$ cat config.mk
export PLATFORM = sky130hd
export DESIGN_NAME = forward_ctrl
export DESIGN_NICKNAME = d
export VERILOG_FILES = /design/src/rtl/arm_pkg.sv /design/src/rtl/src_match.sv /design/src/rtl/forward_ctrl.sv
export SDC_FILE = /design/constraint.sdc
export NUM_CORES = 1
export LEC_CHECK = 0
export BUFFER_PORTS_ARGS = -buffer_cell sky130_fd_sc_hd__buf_2
export CORE_MARGIN = 2
export CORE_UTILIZATION = 32
export DETAILED_ROUTE_END_ITERATION = 10
export PLACE_DENSITY_LB_ADDON = 0.25
export SLEW_MARGIN = 20
export SYNTH_ARGS = -nofsm -noshare
export SYNTH_HDL_FRONTEND = slang
export SYNTH_SLANG_ARGS = --single-unit
export TNS_END_PERCENT = 10
$ cat constraint.sdc
create_clock -name clk -period 2.9 [get_ports clk]
set_input_delay 0.29 -clock clk [delete_from_list [all_inputs] [get_ports clk]]
set_output_delay 0.29 -clock clk [all_outputs]
set_load 0.02 [all_outputs]
$ cat src/rtl/arm_pkg.sv
// ============================================================================
// Module   : arm_pkg
// Brief    : Shared constants for the ARM 5-stage pipeline forwarding logic.
// Revision : 1.0 - initial release
// ============================================================================
`default_nettype none

package arm_pkg;

  localparam int REG_ADDR_W = 4;

  // Operand multiplexer select codes; the mux instantiation uses these too.
  localparam logic [1:0] SEL_REG = 2'b00;
  localparam logic [1:0] SEL_MEM = 2'b01;
  localparam logic [1:0] SEL_WB  = 2'b10;

endpackage

`default_nettype wire

$ cat src/rtl/src_match.sv
// ============================================================================
// Module   : src_match
// Brief    : Compares one source register index against two destination tags.
//            Returns o_hit = {mem_hit, wb_hit}.
// Revision : 1.0 - initial release
// ============================================================================
`default_nettype none

module src_match #(
  parameter int REG_ADDR_W = 4
) (
  input  logic [REG_ADDR_W-1:0] i_src,
  input  logic                  i_src_vld,
  input  logic                  i_mem_en,
  input  logic [REG_ADDR_W-1:0] i_mem_dest,
  input  logic                  i_wb_en,
  input  logic [REG_ADDR_W-1:0] i_wb_dest,
  output logic [1:0]            o_hit
);

  logic w_mem_hit;
  logic w_wb_hit;

  // An unused operand never matches, even when it names register 0.
  assign w_mem_hit = i_src_vld & i_mem_en & (i_src == i_mem_dest);
  assign w_wb_hit  = i_src_vld & i_wb_en  & (i_src == i_wb_dest);
  assign o_hit     = {w_mem_hit, w_wb_hit};

endmodule

`default_nettype wire

$ cat src/rtl/forward_ctrl.sv
// ============================================================================
// Module   : forward_ctrl
// Brief    : EXE operand-mux selects and load-use hazard for the ARM pipeline.
//            Define FORWARDING_EN to enable MEM/WB forwarding; otherwise the
//            selects are tied to the register file and hazards cover EXE/MEM.
// Revision : 1.0 - initial release
// ============================================================================
`default_nettype none

module forward_ctrl #(
  parameter int REG_ADDR_W = arm_pkg::REG_ADDR_W
) (
  input  logic                  clk,
  input  logic                  rst,
  input  logic                  freeze,
  input  logic                  flush,
  input  logic                  exe_wb_en,
  input  logic                  exe_mem_read,
  input  logic [REG_ADDR_W-1:0] exe_dest,
  input  logic [REG_ADDR_W-1:0] exe_src_1,
  input  logic [REG_ADDR_W-1:0] exe_src_2,
  input  logic                  exe_src_1_vld,
  input  logic                  exe_src_2_vld,
  input  logic [REG_ADDR_W-1:0] id_src_1,
  input  logic [REG_ADDR_W-1:0] id_src_2,
  input  logic                  id_src_1_vld,
  input  logic                  id_src_2_vld,
  output logic [1:0]            sel_src_1,
  output logic [1:0]            sel_src_2,
  output logic                  hazard
);

  import arm_pkg::*;

  logic                  r_mem_wb_en;
  logic                  r_mem_mem_read;
  logic [REG_ADDR_W-1:0] r_mem_dest;
  logic                  r_wb_wb_en;
  logic [REG_ADDR_W-1:0] r_wb_dest;

  // Flush kills the EXE instruction but still lets WB advance; it beats freeze.
  always_ff @(posedge clk or negedge rst) begin
    if (!rst) begin
      r_mem_wb_en    <= 1'b0;
      r_mem_mem_read <= 1'b0;
      r_mem_dest     <= '0;
      r_wb_wb_en     <= 1'b0;
      r_wb_dest      <= '0;
    end else if (flush) begin
      r_mem_wb_en    <= 1'b0;
      r_mem_mem_read <= 1'b0;
      r_mem_dest     <= exe_dest;
      r_wb_wb_en     <= r_mem_wb_en;
      r_wb_dest      <= r_mem_dest;
    end else if (!freeze) begin
      r_mem_wb_en    <= exe_wb_en;
      r_mem_mem_read <= exe_mem_read;
      r_mem_dest     <= exe_dest;
      r_wb_wb_en     <= r_mem_wb_en;
      r_wb_dest      <= r_mem_dest;
    end
  end

  // ID comparators: slot "mem" checks the EXE producer, slot "wb" the MEM one.
  logic       w_id_exe_en;
  logic [1:0] w_id1_hit;
  logic [1:0] w_id2_hit;

  src_match #(.REG_ADDR_W(REG_ADDR_W)) u_id_match_1 (
    .i_src      (id_src_1),
    .i_src_vld  (id_src_1_vld),
    .i_mem_en   (w_id_exe_en),
    .i_mem_dest (exe_dest),
    .i_wb_en    (r_mem_wb_en),
    .i_wb_dest  (r_mem_dest),
    .o_hit      (w_id1_hit)
  );

  src_match #(.REG_ADDR_W(REG_ADDR_W)) u_id_match_2 (
    .i_src      (id_src_2),
    .i_src_vld  (id_src_2_vld),
    .i_mem_en   (w_id_exe_en),
    .i_mem_dest (exe_dest),
    .i_wb_en    (r_mem_wb_en),
    .i_wb_dest  (r_mem_dest),
    .o_hit      (w_id2_hit)
  );

`ifdef FORWARDING_EN
  logic       w_mem_fwd_en;
  logic [1:0] w_exe1_hit;
  logic [1:0] w_exe2_hit;
  logic       w_unused_id;

  // A load in MEM has no data yet, so it must not be forwarded from MEM.
  assign w_mem_fwd_en = r_mem_wb_en & ~r_mem_mem_read;

  src_match #(.REG_ADDR_W(REG_ADDR_W)) u_exe_match_1 (
    .i_src      (exe_src_1),
    .i_src_vld  (exe_src_1_vld),
    .i_mem_en   (w_mem_fwd_en),
    .i_mem_dest (r_mem_dest),
    .i_wb_en    (r_wb_wb_en),
    .i_wb_dest  (r_wb_dest),
    .o_hit      (w_exe1_hit)
  );

  src_match #(.REG_ADDR_W(REG_ADDR_W)) u_exe_match_2 (
    .i_src      (exe_src_2),
    .i_src_vld  (exe_src_2_vld),
    .i_mem_en   (w_mem_fwd_en),
    .i_mem_dest (r_mem_dest),
    .i_wb_en    (r_wb_wb_en),
    .i_wb_dest  (r_wb_dest),
    .o_hit      (w_exe2_hit)
  );

  assign sel_src_1 = w_exe1_hit[1] ? SEL_MEM : (w_exe1_hit[0] ? SEL_WB : SEL_REG);
  assign sel_src_2 = w_exe2_hit[1] ? SEL_MEM : (w_exe2_hit[0] ? SEL_WB : SEL_REG);

  // Only a load in EXE stalls; everything else is covered by forwarding.
  assign w_id_exe_en = exe_wb_en & exe_mem_read;
  assign hazard      = w_id1_hit[1] | w_id2_hit[1];
  assign w_unused_id = w_id1_hit[0] ^ w_id2_hit[0];
`else
  logic w_unused_fwd;

  assign sel_src_1 = SEL_REG;
  assign sel_src_2 = SEL_REG;

  // Without forwarding any in-flight producer in EXE or MEM stalls; WB is
  // safe because the register file writes in the first half-cycle.
  assign w_id_exe_en  = exe_wb_en;
  assign hazard       = |{w_id1_hit, w_id2_hit};
  assign w_unused_fwd = ^{exe_src_1, exe_src_1_vld, exe_src_2, exe_src_2_vld,
                          r_mem_mem_read, r_wb_wb_en, r_wb_dest};
`endif

endmodule

`default_nettype wire

# Yosys cells after proc, flatten, opt, wreduce, memory -nomap -nowiden

Cells that the tools add are included.

Bits in registers: 5
Latch bits: 0
Memory bits (writable): 0
Memory bits (read-only): 0
Input port bits: 30
Logic and storage cells: 20
Memories kept: 0

$add $sub $neg: 0
$mul: 0
Divide/modulo/power cells: 0
Magnitude comparators: 0
Equality and inequality tests: 5
Shift operators: 0
Mux-type cells: 4
Bitwise operators: 8
Reductions and logical operators: 1

Operators with widths:

| cell                                                                     | number |
|---|---|
| 4-bit == test                                                            | 4 |
| 1-bit bitwise AND                                                        | 8 |
| 4-bit two-way mux                                                        | 2 |
| 4-bit OR reduction                                                       | 1 |
| 1-bit two-way mux                                                        | 2 |
| 2-bit by 1-bit inequality test with 1-bit output (second input constant) | 1 |

# Logic depth before layout (Yosys ltp)

Gate-level depths: netlist (run 1).

Depth after elaboration: 3
Depth in mapped cells: 4
Mapped depth without buffers: 4

# By module

A second synthesis (run 1) with hierarchy kept.

Cells, all modules: 50
Area, all modules: 479.2 sq um

By module, submodules not included:

| module       | instances | cells an instance | area each (sq um) |
|---|---|---|---|
| src_match    | 2         | 16                | 120.1 |
| forward_ctrl | 1         | 18                | 239.0 |

# Worst setup path after synthesis (run 1)

Ideal clock, no wire load.

Kind: register to output
From: register r_mem_dest[0]
To: output port hazard
Arrival time: 1,011 ps
Required time: 2,610 ps
Setup slack: 1,599 ps
Stages on the path, launching flop included: 5
Buffers on the path: 0
Path through: dfrtp_1 -> xor2_1 -> nor3_1 -> nand4_1 -> nand4_1

Cells in the longest elaborated chain, start to end: 3
Elaborated cells between the ends (all ways): 5
Classes of those cells: eq/ne (2); bitwise (2); reduce/logical (1)

RTL lines:

| item                     | line                | RTL |
|---|---|---|
| start: declaration       | forward_ctrl.sv:37  | `logic [REG_ADDR_W-1:0] r_mem_dest;` |
| start signal: assignment | forward_ctrl.sv:52  | `r_mem_dest <= exe_dest;` |
| start signal: assignment | forward_ctrl.sv:58  | `r_mem_dest <= exe_dest;` |
| 4-bit == test            | src_match.sv:26     | `assign w_wb_hit = i_src_vld & i_wb_en & (i_src == i_wb_dest);` |
| 1-bit bitwise AND        | src_match.sv:26     |  |
| 4-bit OR reduction *     | forward_ctrl.sv:134 | `assign hazard = \|{w_id1_hit, w_id2_hit};` |
| end: declaration         | forward_ctrl.sv:30  | `output logic hazard` |

Mark *: on every way between the ends. The rest lies on a longest branch, timed or not.

# Worst setup path after layout (run 1)

From: register r_mem_dest[3]
To: output port hazard

The elaborated chain is that of the path after synthesis.

==> flow_summary.yaml, run 1 <==
drt:
  drt-wirelength-per-cell_microns: 9.937
  wl_microns: 785
  drtAntennaViolNets: 0
  vias_per_cell: 4.456
  vias: 352
  dr.pass1.iters: 3
  drcViolationCount: 0
  first_iter_violations: 12
pwr:
  combPwrFrac_pct: 26.8
  power_switching_uw: 60.52
  p_seq_share_pct: 37.3
  report.power.total_uw: 217.4
  ir_drop_uv: 208.0
  p_leak_nw: 0.2651
  p_clk_share_pct: 35.8
  sw_frac_of_total_pct: 27.84
  intPower_uw: 156.9
  p_per_area_mw_per_mm2: 398.6
worst_setup_path:
  endpoint_kind: "output pin"
  crit_required_ps: 2610
  r2r_slack_ps: 2110
  cp_max_fo: 3
  criticalPathCategory: "reg2out"
  crit_arrival_ps: 1400
  cp-start-kind: "flop"
finish:
  syn2layout_area_growth_pct: 31.33
  n_antenna_cell: 0
  post-route-util_pct: 47.19
  post-route-cell-area_sq_um: 545.5
  stdcell_count: 79
  num-nets-final: 96
  drive_gt1_share_pct: 40.00
floorplan:
  num_rows: 12
  die_x_microns: 40.03
  dieArea_sq_mm: 0.001602
  initial_core_util_pct: 35.93
  die_y_microns: 40.03
  coreArea_sq_mm: 0.001156
  ios: 35
placement:
  dp_hpwl_microns: 707
  dpl-instance-area_sq_um: 509.2
  port_buffers: 19
  place_inst: 74
  gp_congestion: 0.7268
grt:
  gr-usage-all-layers_pct: 11.59
  overflow: 0
  first_global_vias: 321
  antenna_found_initial: 0
  grt_max_degree: 6
  grt_pass1_wl_mm: 1.207
run_status:
  status: "complete, no violations"
synth:
  synthesis.area_per_instance_sq_um: 9.890
  syn_area_sq_um: 415.4
  synth_seq_area_share_pct: 30.12
  ys_warn_count: 0
  synth_cell_types: 11
  syn_inst: 42
  synth_seq_cells: 5
timing:
  finalHoldViolCount: 0
  skew_ps: 0
  fin_crit_sh_pct: 58.34
  fmax_ghz: 0.5911
  setup_tns_ps: 0
  rsz0062_at_grt: "no"
  post-route-min-period_ps: 1692
  finalSetupViolations: 0
  slew_viol_final: 0
clock_tree:
  cts_buffer_depth: 2
  cts_tree: "yes"
  clkSlewWorstSetupHoldPaths_ps: 40
  numCtsBuffers: 3
  root_buffer: "clkbuf_4"
  cts.sinks: 5
  postCtsSetupBuffers: 0
  h-tree-depth: 1
  clock_latency_ps: 230
hold_path:
  hp-class: "in2reg"
flow_run:
  drv_cap: 0
-- power groups by stage --
stage	Sequential (mW)	Clock [mW]	Combinational [mW]
final	0.0812	0.0779	0.0584
after global routing	0.0821	0.0897	0.0643
after CTS	0.0812	0.0817	0.0591
after detailed placement	0.0822	0	0.0578
after global placement	0.0824	0	0.0571
after floorplan	0.0812	0	0.0376
-- placed cells by master (no fill, tap or decap) --
cell	count
mux2_2	4
nor2_1	1
nor3_1	4
xnor2_1	4
dlygate4sd3_1	1
dfrtp_1	5
clkbuf_1	1
nand2b_1	1
buf_2	19
nand4_1	5
clkbuf_4	3
conb_1	4
mux2i_1	1
xor2_1	12
-- logic make-up (layout without fill, tap and decap cells) --
logic type | count (synthesis) | count (layout) | share of synthesized area [%]
xor+xnor | 16 | 16 | 33.73
other cells | 1 | 4 | 0.9027
flops | 5 | 5 | 30.12
mux | 5 | 5 | 13.25
simple gates | 11 | 11 | 14.76
buf+inv | 4 | 24 | 7.229
-- cells in the mapped netlist --
cell      count  area, sq um
nand4_1       5        31.28
nand2b_1      1        6.260
xor2_1       12        105.1
nor2_1        1        3.750
dfrtp_1       5        125.1
conb_1        1        3.750
xnor2_1       4        35.03
nor3_1        4        20.02
buf_4         4        30.03
mux2_2        4        45.04
mux2i_1       1        10.01
-- flip-flops by register name (all words and copies together), names as in the netlist --
| signal | count |
|---|---|
| r_mem_dest | 4 |
| r_mem_wb_en | 1 |
-- per-layer routing --
metal	GRT usage, %	up-vias	part of all wire (%)
met3	1.667	0	5.0
met4	7.759	0	0
li1	-	181	-
met5	0	-	0
met2	18.55	11	53
met1	14.24	160	42
-- layout make-up --
cell class	count	area, sq um
clock buffer	4	26.28
fill	116	610.6
multi-input combinational	36	271.5
sequential	5	125.1
tap	14	17.52
timing repair buffer	20	105.1
-- per-stage QoR --
step | worst slack, ps | hold WS (ps)
after global placement | 1453 | 108.3
after detailed placement | 1441 | 108.0
after global routing | 1126 | 205.1
final | 1208 | 210.4
after floorplan | 1599 | -5.591
after CTS | 1200 | 203.8
-- critical path, stage by stage, from the launching register on --
cell     delay [ps]
dfrtp_1         400
xor2_1          170
nor3_1          210
nand4_1         120
nand4_1          90
buf_2           160
-- worst paths after layout --
kind / cells after the start / to / start
setup reg to reg: 1 / r_mem_dest[1] / r_mem_dest[1]
min in group asynchronous: 2 / r_mem_dest[2] / rst
setup / recovery: 5 / hazard / r_mem_dest[3]
hold / removal: 2 / r_mem_wb_en / flush
max in group asynchronous: 2 / r_mem_dest[0] / rst
hold reg to reg: 1 / r_mem_dest[2] / r_mem_dest[2]
-- timing repair --
| item | in CTS | in global routing |
|---|---|---|
| gates resized for setup | 0 | 0 |
| endpoints found under the hold margin | 5 | 0 |
| hold buffers | 1 | 0 |
(Power assumes the default switching activity.)
==> run 2, diff against run 1 <==
- clock period: 2.9 -> 1.42 ns (I/O delays scaled with it)
==> run 2 against run 1 <==
  * The flow now finishes with violations (negative setup slack)
  * Die area is the same
  * Clock power grew 100%
  * First-iteration DRC count shrank 25%
  * Non-clock buffer count grew 1
  * Hold slack lost 150 ps
  * Cell area grew 2.5%
  * Total power grew 110%
  * Cell count grew 1.3%
  * Critical path depth is the same
  * Setup slack lost 1300 ps
  * Sequential share of layout area shrank 0.56 points
  * Combinational power grew 120%
  * Largest power group unchanged
  * Highest routed layer unchanged
==> flow_summary.yaml, run 2 (synthesized netlist as in run 1, its figures left out) <==
floorplan:
  die_y_microns: 40.03
  coreArea_sq_mm: 0.001156
  num_rows: 12
  ios: 35
  initial_core_util_pct: 35.93
  dieArea_sq_mm: 0.001602
  die_x_microns: 40.03
worst_setup_path:
  worstRegToRegCells: 2
  endpoint: "hazard"
  cp_max_fo: 3
  slowest_delay_ps: 400
  cp.depth: 5
  r2r_slack_ps: 520
  crit_arrival_ps: 1350
  reg2reg_to: "r_mem_dest[2]"
  crit_top_cell: "nand4_1"
  crit_required_ps: 1280
  crit_family: "simple AND/OR/NAND/NOR gates"
  crit_chain: "xor2_1, nor3_1, nand4_1, nand4_1, buf_6"
  crit_start: "r_mem_dest[0]"
  criticalPathCategory: "reg2out"
  slowest_stage: "dfrtp_1"
  endpoint_kind: "output pin"
  worstPathBufferInverterCount: 1
  cp-start-kind: "flop"
  worstReg2RegStart: "r_mem_dest[2]"
clock_tree:
  clkSlewWorstSetupHoldPaths_ps: 40
  h-tree-depth: 1
  clock_latency_ps: 230
  cts.sinks: 5
  root_buffer: "clkbuf_4"
  cts_buffer_depth: 2
  numCtsBuffers: 3
  cts_tree: "yes"
pwr:
  ir_drop_uv: 425.5
  power_switching_uw: 125.6
  p_per_area_mw_per_mm2: 805.3
  combPwrFrac_pct: 27.9
  p_leak_nw: 0.2706
  sw_frac_of_total_pct: 27.89
  p_clk_share_pct: 35.3
  intPower_uw: 324.8
  p_seq_share_pct: 36.8
  report.power.total_uw: 450.4
grt:
  overflow: 0
  antenna_found_initial: 0
  gr-usage-all-layers_pct: 12.17
  first_global_vias: 333
  grt_pass1_wl_mm: 1.262
  grt_max_degree: 6
finish:
  regMostFlops: "r_mem_dest"
  post-route-util_pct: 48.38
  final_cell_mix: "buf_2, xor2_1, nand4_1, dfrtp_1"
  top_regs: "r_mem_dest x4, r_mem_wb_en x1"
  layout_commonest_cell: "buf_2"
  n_antenna_cell: 0
  largest_reg_flops: 4
  stdcell_count: 80
  drive_gt1_share_pct: 40.91
  syn2layout_area_growth_pct: 34.64
  num-nets-final: 97
drt:
  first_iter_violations: 9
  drt-wirelength-per-cell_microns: 10.26
  vias: 358
  vias_per_cell: 4.475
  drtAntennaViolNets: 0
  drcViolationCount: 0
  dr.pass1.iters: 2
  wl_microns: 821
timing:
  rsz0062_at_grt: "yes"
  fin_crit_sh_pct: 104.9
  slew_viol_final: 0
  finalSetupViolations: 1
  skew_ps: 0
  post-route-min-period_ps: 1489
  finalHoldViolCount: 0
  fmax_ghz: 0.6715
  worst_slack_ps: -69.23
run_status:
  status: "complete, but fails checks"
  failed_checks: "negative setup slack"
placement:
  dpl_worst_slack_ps: 128.3
  place_inst: 74
  gp_congestion: 0.7268
  port_buffers: 19
  dp_hpwl_microns: 707
hold_path:
  hp-class: "in2reg"
flow_run:
  drv_cap: 0
-- run 2: per-stage QoR --
| step | TNS, ps | hold slack (ps) | instance area [sq um] |
|---|---|---|---|
| 5_1_grt | -128.5 | 57.10 | 559.3 |
| 4_1_cts | -64.95 | 55.79 | 555.5 |
| 3_5_place_dp | 0 | -40.03 | 509.2 |
| 3_3_place_gp | 0 | -39.73 | 509.2 |
| 6_report | -69.23 | 62.42 | 559.3 |
| 2_1_floorplan | 0 | -153.6 | 426.7 |
-- run 2: worst reg2reg max path, cell delays in order, from the launching register on --
cell	delay, ps
dfrtp_1	390
buf_4	150
mux2_2	250
-- run 2: cell type report --
cell class,instances,area [sq um]
clock buffers,4,26.28
fillers,113,596.8
multi-input cells,36,271.5
flip-flops and latches,5,125.1
well taps,14,17.52
repair buffers,21,118.9
-- run 2: routing by layer --
metal	vias to the layer above	global-route usage (%)	part of all wire [%]
li1	184	-	-
met1	163	14.58	43
met2	11	20.16	53
met3	0	1.667	4.8
met4	0	7.759	0
met5	-	0	0
-- run 2: repair_timing --
| action | in CTS | in global routing |
|---|---|---|
| hold endpoints to repair | 5 | 0 |
| hold buffers | 1 | 0 |
| setup buffers | 1 | 0 |
| endpoints found under the setup margin | 1 | 1 |
| resized for setup | 1 | 1 |
| pin swaps | 6 | 2 |
-- run 2: worst min path at each step --
stage	slack (ps)	startpoint	to	cells after the start
final	60	flush	r_mem_wb_en	2
after global placement	-40	rst	r_mem_wb_en	1
after detailed placement	-40	rst	r_mem_dest[2]	1
after CTS	60	flush	r_mem_wb_en	2
after global routing	60	flush	r_mem_wb_en	2
after floorplan	-150	rst	r_mem_dest[0]	0
-- run 2: power by group through the flow --
stage	registers [mW]	logic [mW]	clock network, mW
after floorplan	0.166	0.0768	0
after global placement	0.168	0.117	0
after detailed placement	0.168	0.118	0
after CTS	0.165	0.126	0.167
after global routing	0.167	0.138	0.183
final	0.166	0.126	0.159
==> run 3, diff against run 2 <==
- SYNTH_HIERARCHICAL: not set -> 1
==> run 3 against run 2 <==
  * The flow still finishes with violations (negative setup slack)
  * Cell count rose by 5.0%
  * Combinational power about the same
  * Die area grew 14%
  * First-iteration DRC count increased by 44%
  * Sequential power barely moved
  * Critical path type unchanged
==> flow_summary.yaml, run 3 <==
synth:
  synth_ff_type: "dfrtp_1"
  syn_inst: 50
  synth_seq_area_share_pct: 26.11
  ys_async_sr_fraction_pct: 100.0
  synthesis.area_per_instance_sq_um: 9.584
  netlist_top_cells_count: "buf_4, xor2_1, inv_1"
  synth_top_family_by_area: "XOR/XNOR gates"
  syn_area_sq_um: 479.2
  synth_area_leaders: "dfrtp_1, xor2_1, buf_4"
  synth_cell_types: 17
  synth_xor_area_share_pct: 18.28
  yosys.area_share.adder_pct: 0
  ys_warn_count: 6
  synthDominantCellAreaShare_pct: 26.11
  synth_seq_cells: 5
  synth_mux_area_share_pct: 11.49
  synth_edf_count: 0
  yosys.area_share.simple_pct: 16.19
  synth_area_leader_cell: "dfrtp_1"
  synth_compound_area_share_pct: 9.922
finish:
  post-route-util_pct: 43.74
  multi_input_area_sq_um: 286.5
  syn2layout_area_growth_pct: 23.24
  final_cell_mix: "buf_2, xor2_1, inv_1"
  num-nets-final: 100
  num-fill-cells: 145
  largest_reg_flops: 4
  regMostFlops: "r_mem_dest"
  n_antenna_cell: 0
  post-route-cell-area_sq_um: 590.6
  top_regs: "r_mem_dest x4, r_mem_wb_en x1"
  seq_area_sq_um: 125.1
  layout_commonest_cell: "buf_2"
  drive_gt1_share_pct: 43.48
timing:
  finalHoldViolCount: 0
  rsz0062_at_grt: "yes"
  skew_ps: 0
  post-route-min-period_ps: 1706
  fmax_ghz: 0.5861
  worst_slack_ps: -286.2
  fin_crit_sh_pct: 120.2
  slew_viol_final: 0
  finalSetupViolations: 1
placement:
  port_buffers: 19
  dpl-instance-area_sq_um: 548.0
  dp_hpwl_microns: 828.6
  gp_congestion: 0.6814
drt:
  first_iter_violations: 13
  dr.pass1.iters: 4
  wl_microns: 927
  vias_per_cell: 4.833
  drt-wirelength-per-cell_microns: 11.04
  drcViolationCount: 0
  drtAntennaViolNets: 0
  vias: 406
floorplan:
  dieArea_sq_mm: 0.001823
  ios: 35
  initial_core_util_pct: 35.50
  die_x_microns: 42.70
  coreArea_sq_mm: 0.001350
  num_rows: 13
  die_y_microns: 42.70
clock_tree:
  h-tree-depth: 1
  cts_tree: "yes"
  postCtsSetupBuffers: 0
  root_buffer: "clkbuf_4"
  clock_latency_ps: 230
  numCtsBuffers: 3
  cts_buffer_depth: 2
  cts.sinks: 5
  clkSlewWorstSetupHoldPaths_ps: 40
worst_setup_path:
  crit_required_ps: 1280
  cp-start-kind: "flop"
  criticalPathCategory: "reg2out"
  cp_max_fo: 3
  endpoint_kind: "output pin"
  crit_arrival_ps: 1560
pwr:
  ir_drop_uv: 435.7
  p_per_area_mw_per_mm2: 764.9
  report.power.total_uw: 451.7
  p_leak_nw: 0.2914
run_status:
  status: "complete, but fails checks"
  failed_checks: "negative setup slack"
grt:
  first_global_vias: 404
  gr-usage-all-layers_pct: 12.29
  overflow: 0
  antenna_found_initial: 0
  grt_pass1_wl_mm: 1.683
  grt_max_degree: 6
hold_path:
  hp-class: "in2reg"
flow_run:
  drv_cap: 0
[run 3: changes by cell type after synthesis, moves of 4 or more]
cell / previous run / this run
buf_4: 4 / 8
inv_1: 0 / 6
xor2_1: 12 / 8
nor3_1: 4 / 0
nand4_1: 5 / 0
[run 3: worst max-delay path: stages (launching register included)]
cell,delay [ps]
dfrtp_1,400
xnor2_1,140
nand3_1,80
nor4_1,60
or4_4,510
buf_6,140
[run 3: routing by layer]
metal	track usage [%]	part of all wire, %	wire length (microns)	vias up
li1	-	-	-	203
met1	16.41	44	405	187
met2	18.79	50	461	16
met3	1.277	6.5	60	0
met4	7.500	0	0	0
met5	0	0	0	-
[run 3: path summary, 6_finish.rpt]
| path | start | endpoint | slack [ps] | depth (start not counted) |
|---|---|---|---|---|
| max | r_mem_dest[1] | hazard | -290 | 5 |
| min | flush | r_mem_wb_en | 70 | 2 |
| max reg2reg | r_mem_dest[3] | r_mem_dest[3] | 620 | 1 |
| min reg2reg | r_mem_dest[1] | r_mem_dest[1] | 570 | 1 |
| max in group asynchronous | rst | r_mem_dest[2] | 1050 | 2 |
| min in group asynchronous | rst | r_mem_wb_en | 250 | 2 |
[run 3: per-stage QoR]
| stage | worst slack [ps] | std cells | setup TNS (ps) | hold WS [ps] |
|---|---|---|---|---|
| 2_1_floorplan | -2.005 | 53 | -2.005 | -153.6 |
| 3_3_place_gp | -45.95 | 79 | -45.95 | -36.82 |
| 3_5_place_dp | -50.43 | 79 | -50.43 | -36.47 |
| 4_1_cts | -299.6 | 84 | -299.6 | 55.37 |
| 5_1_grt | -349.1 | 84 | -349.1 | 67.94 |
| 6_report | -286.2 | 84 | -286.2 | 68.73 |
[run 3: timing repair]
action / in CTS / in global routing
pin swaps: 1 / 0
gates cloned: 0 / 0
gates resized for setup: 2 / 0
endpoints found under the setup margin: 1 / 1
hold buffers: 1 / 0
endpoints found under the hold margin: 5 / 0
[run 3: final cells by class]
type / count / share of cell area [%]
Timing Repair Buffer: 20 / 18.86
Tap cell: 15 / 3.178
Multi-Input combinational cell: 34 / 48.52
Sequential cell: 5 / 21.19
Clock buffer: 4 / 4.449
Inverter: 6 / 3.814
[run 3: logic make-up (layout without fill, tap and decap cells)]
| family | Yosys count | after routing |
|---|---|---|
| multiplexers | 5 | 5 |
| other | 1 | 4 |
| AO/OA/AOI/OAI | 6 | 6 |
| flip-flops | 5 | 5 |
| AND/OR/NAND/NOR | 9 | 9 |
| XOR/XNOR | 10 | 10 |
| buffers and inverters | 14 | 30 |
[run 3: where the power goes]
part	internal, mW	total (mW)	switching, mW
clock network	0.106	0.159	0.0532
logic	0.0640	0.126	0.0623
registers	0.154	0.166	0.0119
total	0.324	0.452	0.127
